--- config.mk ---
export PLATFORM = sky130hd
export DESIGN_NAME = program_loader
export DESIGN_NICKNAME = d
export VERILOG_FILES = /design/src/rtl/program_loader.sv
export SDC_FILE = /design/constraint.sdc
export NUM_CORES = 1
export LEC_CHECK = 0
export BUFFER_PORTS_ARGS = -buffer_cell sky130_fd_sc_hd__buf_2
export CAP_MARGIN = 15
export CORE_MARGIN = 1
export CORE_UTILIZATION = 57
export CTS_CLUSTER_SIZE = 8
export DETAILED_ROUTE_END_ITERATION = 7
export GPL_ROUTABILITY_DRIVEN = 0
export GPL_TIMING_DRIVEN = 0
export PLACE_DENSITY = 0.79
export SKIP_LAST_GASP = 1
export SYNTH_ARGS = -nofsm -noshare
export SYNTH_HDL_FRONTEND = slang
export SYNTH_SLANG_ARGS = --single-unit
--- constraint.sdc ---
create_clock -name clk -period 2.75 [get_ports clk]
set_clock_uncertainty 0.15 [all_clocks]
set_input_delay 0.1375 -clock clk [delete_from_list [all_inputs] [get_ports clk]]
set_output_delay 0.1375 -clock clk [all_outputs]
set_load 0.01 [all_outputs]
--- src/rtl/program_loader.sv ---
// Boot-time program loader.
// Takes a framed byte stream (count, LO/HI pairs, checksum) over valid/ready,
// writes the assembled 13-bit instructions into program memory in order, and
// releases the core from reset only after the XOR checksum verifies.
module program_loader #(
  parameter int unsigned INS_WIDTH  = 13,
  parameter int unsigned ADDR_WIDTH = 6,
  parameter int unsigned MEM_LEN    = 64
) (
  input  logic                  clk,
  input  logic                  Reset,
  input  logic                  Start,
  input  logic [7:0]            ByteIn,
  input  logic                  ByteValid,
  output logic                  ByteReady,
  output logic                  PM_WE,
  output logic [ADDR_WIDTH-1:0] PM_Addr,
  output logic [INS_WIDTH-1:0]  PM_Data,
  output logic                  CoreNReset,
  output logic                  Busy,
  output logic                  Done,
  output logic                  Error
);

  typedef enum logic [2:0] {
    StIdle,
    StCount,
    StLo,
    StHi,
    StCheck,
    StDone,
    StError
  } state_e;

  state_e                state_q, state_d;
  logic [ADDR_WIDTH-1:0] idx_q, idx_d;
  // Index of the final instruction (N-1); N <= MEM_LEN so it fits the address.
  logic [ADDR_WIDTH-1:0] last_q, last_d;
  logic [7:0]            xor_q, xor_d;
  logic [7:0]            lo_q, lo_d;
  logic                  we_q, we_d;
  logic [ADDR_WIDTH-1:0] addr_q, addr_d;
  logic [INS_WIDTH-1:0]  data_q, data_d;

  logic byte_ready;
  logic accept;

  assign byte_ready = (state_q == StCount) || (state_q == StLo) ||
                      (state_q == StHi)    || (state_q == StCheck);
  assign accept     = ByteValid & byte_ready;

  // State and datapath registers, synchronous active-high reset.
  always_ff @(posedge clk) begin
    if (Reset) begin
      state_q <= StIdle;
      idx_q   <= '0;
      last_q  <= '0;
      xor_q   <= '0;
      lo_q    <= '0;
      we_q    <= 1'b0;
      addr_q  <= '0;
      data_q  <= '0;
    end else begin
      state_q <= state_d;
      idx_q   <= idx_d;
      last_q  <= last_d;
      xor_q   <= xor_d;
      lo_q    <= lo_d;
      we_q    <= we_d;
      addr_q  <= addr_d;
      data_q  <= data_d;
    end
  end

  // Frame parser: next state, running checksum and memory write request.
  always_comb begin
    state_d = state_q;
    idx_d   = idx_q;
    last_d  = last_q;
    xor_d   = xor_q;
    lo_d    = lo_q;
    we_d    = 1'b0;
    addr_d  = addr_q;
    data_d  = data_q;

    unique case (state_q)
      StIdle, StDone, StError: begin
        // A byte presented alongside Start is not accepted: ready is low here.
        if (Start) begin
          state_d = StCount;
          idx_d   = '0;
          xor_d   = '0;
        end
      end
      StCount: begin
        if (accept) begin
          if ((ByteIn == 8'd0) || (32'(ByteIn) > MEM_LEN)) begin
            state_d = StError;
          end else begin
            last_d  = ADDR_WIDTH'(ByteIn - 8'd1);
            xor_d   = ByteIn;
            state_d = StLo;
          end
        end
      end
      StLo: begin
        if (accept) begin
          lo_d    = ByteIn;
          xor_d   = xor_q ^ ByteIn;
          state_d = StHi;
        end
      end
      StHi: begin
        if (accept) begin
          if (ByteIn[7:5] != 3'b000) begin
            state_d = StError;
          end else begin
            xor_d  = xor_q ^ ByteIn;
            we_d   = 1'b1;
            addr_d = idx_q;
            data_d = INS_WIDTH'({ByteIn[4:0], lo_q});
            if (idx_q == last_q) begin
              state_d = StCheck;
            end else begin
              idx_d   = idx_q + 1'b1;
              state_d = StLo;
            end
          end
        end
      end
      StCheck: begin
        if (accept) begin
          state_d = (ByteIn == xor_q) ? StDone : StError;
        end
      end
      default: state_d = StIdle;
    endcase
  end

  assign ByteReady  = byte_ready;
  assign Busy       = byte_ready;
  assign Done       = (state_q == StDone);
  assign CoreNReset = (state_q == StDone);
  assign Error      = (state_q == StError);
  assign PM_WE      = we_q;
  assign PM_Addr    = addr_q;
  assign PM_Data    = data_q;

endmodule

==> qor.txt, run 1 <==
==========================================================================================
Synthesized cell area .......................................................    2630 um^2
Minimum clock period after layout ...........................................      2.35 ns
Clock slew seen by the registers of the worst setup and hold paths ..........      0.09 ns
Transition time at the pin with the least slew margin .......................     0.669 ns
Crit end category ...........................................................    flip-flop
Die area ....................................................................    4890 um^2
Highest attainable clock frequency ..........................................      425 MHz
Share of final-layout standard cells stronger than drive strength 1 .........        15.2%
Critical-path top delay cell ................................................ sky130_fd_sc_hd__clkbuf_1
Floorplan row count .........................................................           24
Global-route congestion overflow total ......................................            0
Global-route wire length before repair ......................................      10.2 mm
Delay of the slowest cell on the worst path .................................      0.42 ns
Design internal power .......................................................      1.26 mW
Final-layout setup total negative slack .....................................         0 ns
P_leak ......................................................................      1.15 nW
Initial antenna violation count .............................................            0
Synth Register Bits .........................................................           51
Unrepaired setup endpoints after global routing .............................           no
Starting DRC count in detailed routing ......................................          122
Horizontal extent of the die ................................................      70.0 um
Synthesized Nets ............................................................          340
Placed cell count ...........................................................          406
Antenna diode count .........................................................            0
Post-synthesis simple-gate area fraction ....................................        24.8%
I/O pins ....................................................................           37
Detailed-route DRC error count ..............................................            0
Distinct cell type count after synthesis ....................................           50
Clock tree from TritonCTS ...................................................         done
DR pass1 iterations .........................................................            4
CP dominant cell by count ................................................... sky130_fd_sc_hd__clkbuf_1
Vias ........................................................................         2360
Critical path launch point type .............................................    flip-flop
Mux cell area share after synthesis .........................................        4.23%
Synthesized-area fraction occupied by xor and xnor cells ....................        6.65%
YS warnings .................................................................            0
Number of buffer cells added on primary ports ...............................           28
Final hold viol count .......................................................            0
Post-route insts no fill ....................................................          415
Total Wirelength ............................................................      5.91 mm
Net switching component of the power ........................................     0.735 mW
Arr. time, crit path ........................................................      2.38 ns
Number of clock sinks .......................................................           51
Final worst-path cycle share ................................................        85.5%
Syn_area_per_cell ...........................................................    8.08 um^2
Post-synthesis compound-gate area fraction ..................................        18.8%
Maximum resistive drop on vdd ...............................................     0.411 mV
Commonest non-fill, non-tap cell in the layout .............................. sky130_fd_sc_hd__dfxtp_1
Starting utilization of the core area .......................................        60.0%
Count of max-cap constraint violations ......................................            0
Max-slew violation count ....................................................            0
Vias in the first global route ..............................................         2198
Path type of the worst setup path ........................................... flip-flop to flip-flop
Share of synthesized cell area in full adder, half adder and majority cells .       0.951%
Tightest slew margin relative to the limit ..................................        55.1%
Total core area .............................................................    4380 um^2
Routed length per instance ..................................................      14.2 um
Crit path required time .....................................................      2.78 ns
Seq/Total Area, Yosys .......................................................        38.8%
H-tree lvl count ............................................................            2
Critical Path, Cell by Cell ................................................. clkbuf_1 > nand2b_1 > clkbuf_1 > buf_1 > nor2_2 > mux2i_1 > nor2_1
Post-CTS sizing .............................................................            0
Largest fanout on the critical path .........................................           10
Die Span Y ..................................................................      70.0 um
Count of nets after finishing ...............................................          377
Top area cells in the synthesized netlist ................................... sky130_fd_sc_hd__dfxtp_1, sky130_fd_sc_hd__nand2_1, sky130_fd_sc_hd__a21oi_1
Sum of internal, switching and leakage power ................................      2.00 mW
Net Sw Frac .................................................................        36.8%
Latest clock arrival within the worst-skew pair .............................      0.30 ns
Pin count of the biggest net entering global routing ........................           16
Number of buffers added by the clock tree synthesis step ....................            5
Gate power share ............................................................        37.2%
Synth area leader ........................................................... sky130_fd_sc_hd__dfxtp_1
Vias per inst ...............................................................         5.69
Overall track demand over capacity in global routing ........................        25.7%
Number of cells produced by synthesis .......................................          326
Clock group share of total power ............................................        21.0%
Main combinational cell family by area after synthesis ...................... simple AND/OR/NAND/NOR gates
Status ...................................................................... complete, no violations
Portion of synthesized cell area occupied by the leading cell type ..........        38.8%
Layout-stage area growth over the synthesis result ..........................        11.7%
Total cell area at the placement stage ......................................    2840 um^2
Count of endpoints failing setup in the final report ........................            0
Fraction of power consumed by sequential logic ..............................        41.8%
Clk buf depth ...............................................................            2
Post-route standard cell area excluding fillers .............................    2940 um^2
Antenna-violating nets left .................................................            0
Path class of the lowest-slack min-delay path ............................... input port to flip-flop
Power per unit of standard cell area ........................................  680 nW/um^2
Root Driver ................................................................. sky130_fd_sc_hd__clkbuf_8
Commonest non-fill, non-tap cells in the layout ............................. sky130_fd_sc_hd__dfxtp_1, sky130_fd_sc_hd__nand2_1, sky130_fd_sc_hd__nor2_1, sky130_fd_sc_hd__buf_2, sky130_fd_sc_hd__a21oi_1
Layout Utilization ..........................................................        67.1%
Detailed placement HPWL .....................................................      4.21 mm
==========================================================================================
[critical path, delay by kind of cell, from the launching register on]
family                 cells  cell delay [ns]
buffers and inverters      3             1.11
DFF                        1             0.32
and+or+nand+nor            3             0.42
muxes                      1             0.21
[power groups by stage]
stage               registers [mW]  logic (mW)  clock network (mW)
floorplan                    0.843       0.571                   0
global placement             0.848       0.717                   0
detailed placement           0.853       0.732                   0
CTS                          0.835       0.736               0.434
global route                 0.843       0.822               0.460
finish                       0.835       0.743               0.420
[logic make-up (layout without fill, tap and decap cells)]
kind of cell | after synthesis | in the layout
flip-flops | 51 | 51
buffers and inverters | 33 | 70
multiplexers | 11 | 11
AND/OR/NAND/NOR | 131 | 131
AO/OA/AOI/OAI | 78 | 78
XOR/XNOR | 20 | 20
adder cells (fa/ha/maj) | 2 | 2
[per-stage QoR]
step                      setup WS (ns)  hold slack (ns)
after global routing              0.200           0.0493
after global placement            0.361            0.270
after detailed placement          0.345            0.271
final                             0.399           0.0327
after CTS                         0.416           0.0290
after floorplan                   0.608            0.135
[area by class of cell]
class | count | area [um^2]
Multi-Input combinational cell | 242 | 1460
Fill cell | 379 | 1440
Sequential cell | 51 | 1020
Timing Repair Buffer | 30 | 160
Buffer | 28 | 135
Clock buffer | 5 | 68.8
Tap cell | 52 | 65.1
Inverter | 5 | 18.8
Clock inverter | 2 | 13.8
[synthesized netlist by cell type (all sizes together)]
library cell	n
nand4	2
nor3b	2
a211o	1
nand2b	7
clkbuf	19
a311oi	2
and3	2
o22ai	1
nor3	5
ha	2
a211oi	4
o21a	1
a22o	5
or3	8
and4	2
o21ai	13
buf	9
mux2i	10
xnor2	12
or4	1
nor2b	5
or3b	2
o311ai	1
nand3	4
dfxtp	51
a32oi	1
a21oi	31
a31oi	1
nand2	47
mux2	1
a21boi	1
nand4b	1
a21o	3
o2bb2ai	1
nor4	5
inv	5
o211ai	3
nor2	38
o31ai	9
xor2	8
[routing by layer]
layer	GRT usage [%]	wire length (um)
met3	4.18	237
met5	0	0
met4	8.44	69
met2	41.7	2740
met1	34.8	2860
[flip-flops by register name (all words and copies together) (netlist names)]
name,cells
PM_Data,13
lo_q,8
xor_q,8
PM_Addr,6
idx_q,6
last_q,6
state_q,3
PM_WE,1
[worst paths after layout]
path,startpoint,to,slack (ns),depth (start not counted)
max,state_q[2],lo_q[1],0.40,7
min,Reset,idx_q[5],0.03,4
max reg2reg,state_q[2],lo_q[1],0.40,7
min reg2reg,PM_Data[3],PM_Data[3],0.30,2
[repair_timing]
item,4_1_cts,5_1_grt
hold endpoints to repair,3,0
buffers inserted,0,0
hold buffers,2,0
No activity file was read; power rests on OpenSTA's default activity.
==> inputs of run 2 (changes only) <==
--- a/config.mk
+++ b/config.mk
@@ -7,13 +7,13 @@
 export LEC_CHECK = 0
 export BUFFER_PORTS_ARGS = -buffer_cell sky130_fd_sc_hd__buf_2
 export CAP_MARGIN = 15
-export CORE_MARGIN = 1
-export CORE_UTILIZATION = 57
+export CORE_MARGIN = 4
+export CORE_UTILIZATION = 40
+export CTS_CLUSTER_DIAMETER = 30
 export CTS_CLUSTER_SIZE = 8
 export DETAILED_ROUTE_END_ITERATION = 7
 export GPL_ROUTABILITY_DRIVEN = 0
 export GPL_TIMING_DRIVEN = 0
-export PLACE_DENSITY = 0.79
 export SKIP_LAST_GASP = 1
 export SYNTH_ARGS = -nofsm -noshare
 export SYNTH_HDL_FRONTEND = slang
==> qor.txt, run 2 (synthesis results as in run 1) <==
==================================================================================
Clk buf depth .......................................................            2
Post-CTS Setup Repair Bufs ..........................................            0
Initial antenna violation count .....................................            0
Vias ................................................................         2306
Critical-path top delay cell ........................................ sky130_fd_sc_hd__nor4_4
Detailed-route DRC error count ......................................            0
Routed length per instance ..........................................      14.1 um
Worst reg2reg setup slack ...........................................      0.44 ns
Delay of the slowest cell on the worst path .........................      0.58 ns
Die Span Y ..........................................................      89.1 um
Vias in the first global route ......................................         2213
Number of clock sinks ...............................................           51
Commonest non-fill, non-tap cell in the layout ...................... sky130_fd_sc_hd__dfxtp_1
Hold slack final ....................................................    0.0462 ns
Status .............................................................. complete, no violations
P_leak ..............................................................      1.15 nW
Final worst-path cycle share ........................................        84.4%
Total core area .....................................................    6390 um^2
I/O pins ............................................................           37
Clock slew seen by the registers of the worst setup and hold paths ..      0.09 ns
Total Wirelength ....................................................      6.21 mm
H-tree lvl count ....................................................            2
Number of buffer cells added on primary ports .......................           28
Crit path required time .............................................      2.78 ns
Share of final-layout standard cells stronger than drive strength 1 .        15.2%
Crit end category ...................................................    flip-flop
Largest fanout on the critical path .................................           10
Number of buffers added by the clock tree synthesis step ............            5
Global-route wire length before repair ..............................      10.9 mm
Count of max-cap constraint violations ..............................            0
Number of flip-flops in the largest register ........................           13
Highest attainable clock frequency ..................................      431 MHz
Maximum resistive drop on vdd .......................................     0.378 mV
Minimum clock period after layout ...................................      2.32 ns
DR pass1 iterations .................................................            4
Overall track demand over capacity in global routing ................        17.4%
Transition time at the pin with the least slew margin ...............     0.661 ns
Post-route standard cell area excluding fillers .....................    2970 um^2
Starting DRC count in detailed routing ..............................          105
Path type of the worst setup path ................................... input port to flip-flop
Starting utilization of the core area ...............................        41.2%
Final-layout setup total negative slack .............................         0 ns
Launching instance or port of the critical path .....................    ByteIn[2]
Vias per inst .......................................................         5.24
Power per unit of standard cell area ................................  676 nW/um^2
Total cell area at the placement stage ..............................    2870 um^2
Critical Path, Cell by Cell ......................................... dlygate4sd3_1 > buf_4 > nor3b_1 > a21boi_0 > nor4_4 > mux2i_1 > nor2_1
Count of endpoints failing setup in the final report ................            0
Detailed placement HPWL .............................................      4.46 mm
Antenna-violating nets left .........................................            0
Arr. time, crit path ................................................      2.35 ns
Commonest non-fill, non-tap cells in the layout ..................... sky130_fd_sc_hd__dfxtp_1, sky130_fd_sc_hd__nand2_1, sky130_fd_sc_hd__nor2_1, sky130_fd_sc_hd__buf_2, sky130_fd_sc_hd__a21oi_1
Unrepaired setup endpoints after global routing .....................           no
Count of nets after finishing .......................................          377
Sum of internal, switching and leakage power ........................      2.01 mW
Tightest slew margin relative to the limit ..........................        55.6%
Floorplan row count .................................................           29
Clock tree from TritonCTS ...........................................         done
Critical path launch point type .....................................   input port
Horizontal extent of the die ........................................      89.1 um
Path class of the lowest-slack min-delay path ....................... input port to flip-flop
Max-slew violation count ............................................            0
Global-route congestion overflow total ..............................            0
Latest clock arrival within the worst-skew pair .....................      0.30 ns
Pin count of the biggest net entering global routing ................           16
Final hold viol count ...............................................            0
Antenna diode count .................................................            0
Worst r2r src .......................................................   state_q[2]
Fill cell count .....................................................          662
Root Driver ......................................................... sky130_fd_sc_hd__clkbuf_8
Die area ............................................................    7940 um^2
Startpoint of the most critical hold path ...........................        Reset
Layout-stage area growth over the synthesis result ..................        12.9%
==================================================================================
==> run 2: cell counts in the layout (fill, tap and decap cells not counted) <==
Identical to the previous run, type by type.
==> run 2: repair_timing <==
action / 4_1_cts / 5_1_grt
endpoints found under the hold margin: 3 / 0
hold buffers: 2 / 0
setup endpoints to repair: 0 / 0
resized for setup: 0 / 0
==> run 2: metrics by stage <==
stage | cells | util, % | setup slack [ns]
floorplan | 326 | - | 0.608
global route | 440 | 46.5 | 0.127
global placement | 431 | 44.9 | 0.313
detailed placement | 431 | 44.9 | 0.307
finish | 440 | 46.5 | 0.428
CTS | 440 | 46.5 | 0.421
==> run 2: power by group <==
| group | internal (mW) | total (mW) | switching [mW] | leakage, nW |
|---|---|---|---|---|
| logic | 0.293 | 0.748 | 0.455 | 0.690 |
| clock network | 0.175 | 0.427 | 0.252 | 0.0440 |
| registers | 0.795 | 0.834 | 0.0392 | 0.412 |
==> run 2: layout make-up <==
type / count / area (um^2) / share of cell area [%]
Clock inverter: 2 / 13.8 / 0.463
Clock buffer: 5 / 68.8 / 2.32
Timing Repair Buffer: 30 / 160 / 5.39
Inverter: 5 / 18.8 / 0.632
Sequential cell: 51 / 1020 / 34.4
Multi-Input combinational cell: 242 / 1460 / 49.1
Buffer: 28 / 135 / 4.55
Tap cell: 77 / 96.3 / 3.24
==> run 2: worst max-delay path: cells and delay by family <==
family / cells / cell delay (ns)
AOI/OAI and AO/OA: 1 / 0.25
buffers and inverters: 2 / 0.71
muxes: 1 / 0.24
and+or+nand+nor: 3 / 1.01
==> run 2: layer usage <==
metal / wire length (um) / share of wire (%) / global-route usage [%]
met1: 3180 / 51 / 24.5
met2: 2660 / 43 / 27.3
met3: 296 / 4.8 / 3.69
met4: 66 / 1.1 / 4.06
met5: 0 / 0 / 0
==> run 2: worst paths after layout <==
check                           cells past startpoint          to
worst max-delay path                                7   last_q[0]
worst min-delay path                                4    idx_q[5]
worst max register to register                      7     lo_q[5]
worst min register to register                      2  PM_Data[0]
